**config.mk**
```make
export PLATFORM = sky130hd
export DESIGN_NAME = demultiplexer_st
export DESIGN_NICKNAME = d
export VERILOG_FILES = /design/src/rtl/demultiplexer_st.sv
export SDC_FILE = /design/constraint.sdc
export NUM_CORES = 1
export LEC_CHECK = 0
export CAP_MARGIN = 20
export CORE_MARGIN = 2
export CORE_UTILIZATION = 25
export CTS_CLUSTER_SIZE = 16
export DETAILED_ROUTE_END_ITERATION = 16
export PLACE_DENSITY = 0.54
export SYNTH_ARGS = -nofsm -noshare
export SYNTH_HDL_FRONTEND = slang
export SYNTH_HIERARCHICAL = 1
export SYNTH_SLANG_ARGS = --single-unit
```
**constraint.sdc**
```tcl
create_clock -name clk -period 10.75 [get_ports clk]
set_input_delay 3.225 -clock clk [delete_from_list [all_inputs] [get_ports clk]]
set_output_delay 3.225 -clock clk [all_outputs]
set_load 0.05 [all_outputs]
```
**src/rtl/demultiplexer_st.sv**
```systemverilog
// Avalon-ST 1:2 packet demultiplexer: routes whole packets by one channel bit into two 2-entry output buffers.
// Optional build macro DEMUX_DROP_ORPHAN_EN: discard orphan (non-sop) beats seen in IDLE instead of sending them to output one.

module demux_fifo2 #(
  parameter int unsigned width = 8
) (
  input  logic             clk,
  input  logic             reset_n,
  input  logic             push,
  input  logic [width-1:0] push_data,
  output logic             full,
  input  logic             ready,
  output logic             valid,
  output logic [width-1:0] data
);

  logic [width-1:0] mem [2];
  logic [1:0]       count;
  logic             rd_ptr;
  logic             wr_ptr;
  logic             do_push;
  logic             do_pop;

  assign full    = (count == 2'd2);
  assign valid   = (count != 2'd0);
  assign data    = mem[rd_ptr];
  assign do_push = push && !full;
  assign do_pop  = valid && ready;

  always_ff @(posedge clk or negedge reset_n) begin
    if (!reset_n) begin
      count  <= 2'd0;
      rd_ptr <= 1'b0;
      wr_ptr <= 1'b0;
    end else begin
      if (do_push) wr_ptr <= !wr_ptr;
      if (do_pop)  rd_ptr <= !rd_ptr;
      case ({do_push, do_pop})
        2'b10:   count <= count + 2'd1;
        2'b01:   count <= count - 2'd1;
        default: count <= count;
      endcase
    end
  end

  // Payload storage carries no reset; occupancy alone defines validity.
  always_ff @(posedge clk) begin
    if (do_push) mem[wr_ptr] <= push_data;
  end

endmodule

module demultiplexer_st #(
  parameter int unsigned data_width    = 128,
  parameter int unsigned empty_width   = 2,
  parameter int unsigned channel_width = 1,
  parameter int unsigned sel_bit       = 0
) (
  input  logic                     clk,
  input  logic                     reset_n,
  input  logic [channel_width-1:0] avsi_channel,
  input  logic [data_width-1:0]    avsi_data,
  input  logic [empty_width-1:0]   avsi_empty,
  input  logic                     avsi_valid,
  input  logic                     avsi_sop,
  input  logic                     avsi_eop,
  output logic                     avsi_ready,
  output logic [channel_width-1:0] avso_one_channel,
  output logic [data_width-1:0]    avso_one_data,
  output logic [empty_width-1:0]   avso_one_empty,
  output logic                     avso_one_valid,
  output logic                     avso_one_sop,
  output logic                     avso_one_eop,
  input  logic                     avso_one_ready,
  output logic [channel_width-1:0] avso_two_channel,
  output logic [data_width-1:0]    avso_two_data,
  output logic [empty_width-1:0]   avso_two_empty,
  output logic                     avso_two_valid,
  output logic                     avso_two_sop,
  output logic                     avso_two_eop,
  input  logic                     avso_two_ready,
  output logic                     protocol_err
);

  localparam int unsigned beat_width = channel_width + data_width + empty_width + 2;

  typedef enum logic [1:0] {IDLE, PKT_ONE, PKT_TWO} state_t;

  state_t                   state;
  logic                     in_v;
  logic [channel_width-1:0] in_ch;
  logic [data_width-1:0]    in_data;
  logic [empty_width-1:0]   in_empty;
  logic                     in_sop;
  logic                     in_eop;
  logic [beat_width-1:0]    in_beat;

  logic dest;
  logic orphan;
  logic drop;
  logic fwd;
  logic consume;
  logic full_one;
  logic full_two;
  logic [beat_width-1:0] one_beat;
  logic [beat_width-1:0] two_beat;

  assign in_beat = {in_ch, in_data, in_empty, in_sop, in_eop};

  // Destination: sop beats follow their own channel bit, others follow the open packet.
  always_comb begin
    orphan = in_v && !in_sop && (state == IDLE);
    if (in_sop)                 dest = in_ch[sel_bit];
    else if (state == PKT_TWO)  dest = 1'b1;
    else                        dest = 1'b0;
`ifdef DEMUX_DROP_ORPHAN_EN
    drop = orphan;
`else
    drop = 1'b0;
`endif
    fwd     = in_v && !drop && (dest ? !full_two : !full_one);
    consume = fwd || drop;
  end

  assign avsi_ready = !in_v || consume;

  always_ff @(posedge clk or negedge reset_n) begin
    if (!reset_n) in_v <= 1'b0;
    else if (avsi_ready) in_v <= avsi_valid;
  end

  always_ff @(posedge clk) begin
    if (avsi_valid && avsi_ready) begin
      in_ch    <= avsi_channel;
      in_data  <= avsi_data;
      in_empty <= avsi_empty;
      in_sop   <= avsi_sop;
      in_eop   <= avsi_eop;
    end
  end

  // Packet framing FSM; advances only when the staged beat is consumed.
  always_ff @(posedge clk or negedge reset_n) begin
    if (!reset_n) begin
      state        <= IDLE;
      protocol_err <= 1'b0;
    end else begin
      protocol_err <= 1'b0;
      if (consume) begin
        if (in_sop) begin
          protocol_err <= (state != IDLE);
          if (in_eop)    state <= IDLE;
          else if (dest) state <= PKT_TWO;
          else           state <= PKT_ONE;
        end else if (state == IDLE) begin
          protocol_err <= 1'b1;
        end else if (in_eop) begin
          state <= IDLE;
        end
      end
    end
  end

  demux_fifo2 #(.width(beat_width)) u_fifo_one (
    .clk       (clk),
    .reset_n   (reset_n),
    .push      (fwd && !dest),
    .push_data (in_beat),
    .full      (full_one),
    .ready     (avso_one_ready),
    .valid     (avso_one_valid),
    .data      (one_beat)
  );

  demux_fifo2 #(.width(beat_width)) u_fifo_two (
    .clk       (clk),
    .reset_n   (reset_n),
    .push      (fwd && dest),
    .push_data (in_beat),
    .full      (full_two),
    .ready     (avso_two_ready),
    .valid     (avso_two_valid),
    .data      (two_beat)
  );

  assign {avso_one_channel, avso_one_data, avso_one_empty, avso_one_sop, avso_one_eop} = one_beat;
  assign {avso_two_channel, avso_two_data, avso_two_empty, avso_two_sop, avso_two_eop} = two_beat;

endmodule

```
==> results of run 1 <==
==> sequential cells by signal, indices dropped and copies added (netlist names) <==
| name | flops |
|---|---|
| u_fifo_two/wr_ptr | 1 |
| u_fifo_one/rd_ptr | 1 |
| u_fifo_one/wr_ptr | 1 |
| u_fifo_two/mem | 266 |
| protocol_err | 1 |
| u_fifo_two/rd_ptr | 1 |
| in_ch | 1 |
| u_fifo_two/count | 2 |
| in_data | 128 |
| in_eop | 1 |
| in_sop | 1 |
| state | 2 |
| in_empty | 2 |
| u_fifo_one/count | 2 |
| in_v | 1 |
| u_fifo_one/mem | 266 |
==> power groups by stage <==
stage / clock, mW / combinational (mW) / sequential (mW)
6_report: 2.59 / 3.83 / 3.80
3_5_place_dp: 0 / 3.90 / 3.87
3_3_place_gp: 0 / 3.90 / 3.83
5_1_grt: 2.79 / 4.00 / 3.86
2_1_floorplan: 0 / 2.74 / 3.81
4_1_cts: 2.69 / 3.92 / 3.81
==> layout make-up <==
cell class	count	area, sq um
inverter	3	11.3
clock inverter	46	469
clock buffer	93	2070
fill	9022	64100
multi-input combinational	312	3830
sequential	677	20300
tap	1276	1600
timing repair buffer	425	4220
==> cells by family (layout without fill, tap and decap cells) <==
logic type / after synthesis / in the layout / share of synthesized area (%)
compound gates: 3 / 3 / 0.113
xor+xnor: 10 / 10 / 0.360
fa+ha+maj: 3 / 3 / 0.154
buf+inv: 33 / 567 / 1.08
flops: 677 / 677 / 83.3
mux: 270 / 270 / 14.3
simple gates: 26 / 26 / 0.607
==> stage by stage <==
step / area, sq um / setup WS [ns]
2_1_floorplan: 24300 / 0.596
3_3_place_gp: 29900 / 4.40
3_5_place_dp: 29900 / 4.36
4_1_cts: 32500 / 3.65
5_1_grt: 32500 / 3.57
6_report: 32500 / 3.79
==> cell usage in the layout (no fill, tap or decap), drive strengths merged <==
| cell type | synthesis | layout |
|---|---|---|
| and2 | 2 | 2 |
| dfrtp | 12 | 12 |
| and3b | 1 | 1 |
| inv | 3 | 9 |
| nor2 | 8 | 8 |
| mux2 | 269 | 269 |
| nand2 | 3 | 3 |
| nor3 | 2 | 2 |
| edfxtp | 665 | 665 |
| nand2b | 3 | 3 |
| clkinvlp | 0 | 4 |
| a21o | 1 | 1 |
| or2 | 2 | 2 |
| a21boi | 1 | 1 |
| xor2 | 4 | 4 |
| bufinv | 0 | 8 |
| buf | 30 | 18 |
| clkbuf | 0 | 93 |
| clkdlybuf4s50 | 0 | 407 |
| xnor2 | 6 | 6 |
| nor4b | 1 | 1 |
| and3 | 2 | 2 |
| a22oi | 1 | 1 |
| ha | 3 | 3 |
| clkinv | 0 | 28 |
| mux2i | 1 | 1 |
| nor3b | 2 | 2 |
==> per-layer routing <==
metal  wire (um)  share of wire (%)  GRT usage [%]
met1       22900                 40           13.0
met2       28100                 50           18.5
met3        4270                7.6           4.18
met4        1180                2.1           3.35
met5          84               0.15              0
==> worst max path at each step <==
stage                                       start                to  slack [ns]
floorplan                              avsi_valid   in_ch$_DFFE_PP_        0.60
global placement    u_fifo_one/rd_ptr$_DFFE_PN0P_  avso_one_data[4]        4.40
detailed placement  u_fifo_one/rd_ptr$_DFFE_PN0P_  avso_one_data[4]        4.36
CTS                 u_fifo_one/rd_ptr$_DFFE_PN0P_  avso_one_data[4]        3.65
global route        u_fifo_one/rd_ptr$_DFFE_PN0P_  avso_one_data[4]        3.57
finish              u_fifo_one/rd_ptr$_DFFE_PN0P_  avso_one_data[4]        3.79
==> metrics.cfg, run 1 <==
[die]
die_y_um=316
pin_count=408
start_util_pct=25.2
die_width_um=316
design.core.area_sq_um=96600
row_count=114
dieArea_sq_um=99800

[global_routing]
antenna_found_initial=7
first_global_vias=12000
grt_max_degree=54
track_usage_pct=11.0
grt-ovfl-total=0
grt_pass1_wl_um=79700

[power]
netSwitchingFraction_pct=36.5
p_clk_share_pct=25.4
ir_drop_mv=0.185
leakage_nw=10.9
power_switching_mw=3.74
powerDensity_nw_per_um2=315
sequentialPowerShare_pct=37.1
internal_power_mw=6.49
finalPower_mw=10.2
pwr-share-comb_pct=37.5

[synth]
yosys.area.top_type_share_pct=82.1
synth_edf_count=665
synthArstFlopShare_pct=1.77
synthCells=1022
ys_seq_elements=677
synthesis.nets=1163
avgSynthCellArea_sq_um=23.8
syn_area_sq_um=24300
synth.distinct_cells=25
synth_common_cells=edfxtp_1 (665), mux2_2 (147), mux2_4 (120)
synthTopCellsByArea=edfxtp_1 (82%), mux2_4 (7.4%), mux2_2 (6.8%), dfrtp_1 (1.2%), buf_6 (0.74%)
ys_seq_area_share_pct=83.3
synth.most_common_cell=edfxtp_1
yosysWarnings=6
yosysTopAreaCell=edfxtp_1
ys_dominant_reg_cell=edfxtp_1

[routing]
viasPerCell=3.92
vias=11100
drc=0
wl_per_cell_um=19.9
ant_nets=0
drt_iter0_markers=682
drt_wl_total_um=56400
firstDrtPassIters=6

[cts]
clkSinkCount=677
cts_resized=0
post_cts_buffers=0
cts_hold_buffers=0
cts_tree=yes
clk_pin_slew_ns=0.06
cts_buffers=77
cts_root_buf=clkbuf_16
h-tree-depth=3
clock_path_buffers=3
clk_latency_ns=0.62

[critical_path]
required_ns=7.53
crit_path_max_incr_delay_ns=1.00
cp.depth=3
worstReg2RegStart=in_sop$_DFFE_PP_
setup.worst_path.class=flop to output port
cp_cell_sequence=buf_4, mux2_2, clkdlybuf4s50_1
cp_slowest_cell=dfrtp_4
cp.arrival_ns=3.74
cpLargestDelayFamily=buffers and inverters
start_kind=flop
r2r_cells=6
cp_num_buf_inv=2
path_max_fanout=45
reg2reg_slack_ns=7.44
endpoint_kind=output port
timing.rr.end=in_data[75]$_DFFE_PP_

[min_path]
hp-start=in_data[33]$_DFFE_PP_
min_path_type=flop to flop
hold_depth=0
holdPathEnd=u_fifo_two/mem[1][37]$_DFFE_PP_

[timing]
hold_ws_ns=0.490
finalSetupTns_ns=0
max-slew-margin-rel_pct=33.3
max_freq_mhz=144
period_needed_ns=6.96
hold_violations=0
finalSetupViolCount=0
worst_pin_slew_ns=1.00
post-route-period-util_pct=64.8
rsz0062_at_grt=false
finClkSkew_ns=0.0189
slew_violations=0

[final_layout]
n_antenna_cell=0
stdcell_count=2832
drive_above_1_share_pct=26.2
nets=1637
area_growth_pct=33.5
fin_util_pct=33.6

[run]
maxCapViolations=0

[place]
dp_cells=2693
hpwl_um=34700
routabilityCongestion=0.712
portBuffers=407

[outcome]
outcome=complete, no violations

No activity file was read; power rests on OpenSTA's default activity.
==> run 2: changes to the inputs <==
==> constraint.sdc (replaced) <==
create_clock -name clk -period 5.9 [get_ports clk]
set_input_delay 1.77 -clock clk [delete_from_list [all_inputs] [get_ports clk]]
set_output_delay 1.77 -clock clk [all_outputs]
set_load 0.05 [all_outputs]
==> run 2 against run 1 <==
First-iteration DRC count is 4.1% higher. Sequential power grew 83%. Routed wire length fell by 2.4%. Highest routed layer unchanged. Flip-flop and latch count unchanged. Sequential share of layout area down 0.30 points. Non-clock buffer count grew 7. Largest cell class unchanged. Clock power is 83% higher. Combinational power up 84%.
==> metrics.cfg, run 2 (same netlist as run 1, synthesis figures left out) <==
[outcome]
outcome=complete, no violations

[critical_path]
reg2reg_slack_ns=3.09
r2r_cells=7
cp.arrival_ns=3.13
setup.worst_path.class=flop to output port
worstReg2RegStart=in_sop$_DFFE_PP_
required_ns=4.13
endpoint_kind=output port
timing.rr.end=u_fifo_two/mem[0][85]$_DFFE_PP_
start_kind=flop
path_max_fanout=41

[final_layout]
area_growth_pct=34.2
nets=1643
final_cell_mix=edfxtp_1 (665), clkdlybuf4s50_1 (407), mux2_2 (147)
drive_above_1_share_pct=26.9
reg.largest.list=u_fifo_one/mem (266), u_fifo_two/mem (266), in_data (128)
layout_commonest_cell=edfxtp_1
fin_util_pct=33.8

[min_path]
min_path_type=flop to flop
hold_depth=0
holdPathEnd=u_fifo_one/mem[0][8]$_DFFE_PP_
hp-start=in_data[4]$_DFFE_PP_

[die]
pin_count=408
design.core.area_sq_um=96600
row_count=114
die_y_um=316
start_util_pct=25.2
die_width_um=316
dieArea_sq_um=99800

[power]
finalPower_mw=18.7
leakage_nw=11.0
ir_drop_mv=0.312
powerDensity_nw_per_um2=573

[timing]
post-route-period-util_pct=83.1
finClkSkew_ns=0.0222
max_freq_mhz=204
slew_violations=0
hold_violations=0
period_needed_ns=4.90
max-slew-margin-rel_pct=37.1
finalSetupViolCount=0
rsz0062_at_grt=false
worst_pin_slew_ns=0.943
fin_ws_ns=0.999
hold_ws_ns=0.491
finalSetupTns_ns=0

[cts]
cts_buffers=76
clkSinkCount=677
clock_path_buffers=3
cts_root_buf=clkbuf_16
post_cts_buffers=0
cts_hold_buffers=0
h-tree-depth=3
cts_resized=0
clk_pin_slew_ns=0.06
cts_tree=yes
clk_latency_ns=0.62

[routing]
vias=11100
drc=0
drt_iter0_markers=710
wl_per_cell_um=19.4
firstDrtPassIters=4
ant_nets=0
drt_wl_total_um=55100
viasPerCell=3.92

[global_routing]
grt_pass1_wl_um=79300
grt-ovfl-total=0
first_global_vias=11900
grt_max_degree=71
track_usage_pct=10.8
antenna_found_initial=4

[place]
routabilityCongestion=0.730
dpl_worst_slack_ns=1.57
portBuffers=407
hpwl_um=34500

[run]
maxCapViolations=0

[run 2: cell count changes in the layout (fill, tap and decap cells not counted), sizes merged]
cell,before,now
clkinvlp,4,1
diode,0,2
clkinv,28,40
clkbuf,93,86
buf,18,25
[run 2: layout make-up]
type | instances | area (sq um)
Inverter | 3 | 11.3
Clock inverter | 55 | 523
Multi-Input combinational cell | 312 | 3830
Fill cell | 9044 | 63900
Antenna cell | 2 | 5.00
Clock buffer | 86 | 2000
Sequential cell | 677 | 20300
Tap cell | 1276 | 1600
Timing Repair Buffer | 432 | 4390
[run 2: worst max-delay path by stage]
stage,from,to,slack (ns),cells past startpoint
global route,u_fifo_one/rd_ptr$_DFFE_PN0P_,avso_one_empty[0],0.82,3
global placement,u_fifo_one/rd_ptr$_DFFE_PN0P_,avso_one_data[124],1.58,3
detailed placement,u_fifo_one/rd_ptr$_DFFE_PN0P_,avso_one_data[2],1.57,3
CTS,u_fifo_one/rd_ptr$_DFFE_PN0P_,avso_one_empty[0],0.87,3
finish,u_fifo_one/rd_ptr$_DFFE_PN0P_,avso_one_data[2],1.0,3
floorplan,avsi_valid,in_ch$_DFFE_PP_,0.08,1
[run 2: per-stage QoR]
step           cell area, sq um  std cells
2_1_floorplan             24300       1022
3_3_place_gp              30100       2700
3_5_place_dp              30100       2700
4_1_cts                   32600       2841
5_1_grt                   32600       2842
6_report                  32600       2843
[run 2: critical path, stage by stage (launching register included)]
cell and delay [ns]:
dfrtp_4 1.04, buf_4 0.39, mux2_2 0.37, clkdlybuf4s50_1 0.71
[run 2: routing by layer]
metal	track usage [%]	vias up	routed length [um]	part of all wire [%]
met5	0	-	32	0.058
met4	3.17	6	1040	1.9
met3	4.20	77	4220	7.6
met2	18.0	309	27300	50
met1	12.9	5687	22500	41
li1	-	5054	-	-
[run 2: power breakdown]
group | internal [mW] | switching [mW]
Clock | 2.81 | 1.91
Combinational | 2.56 | 4.47
Sequential | 6.47 | 0.469
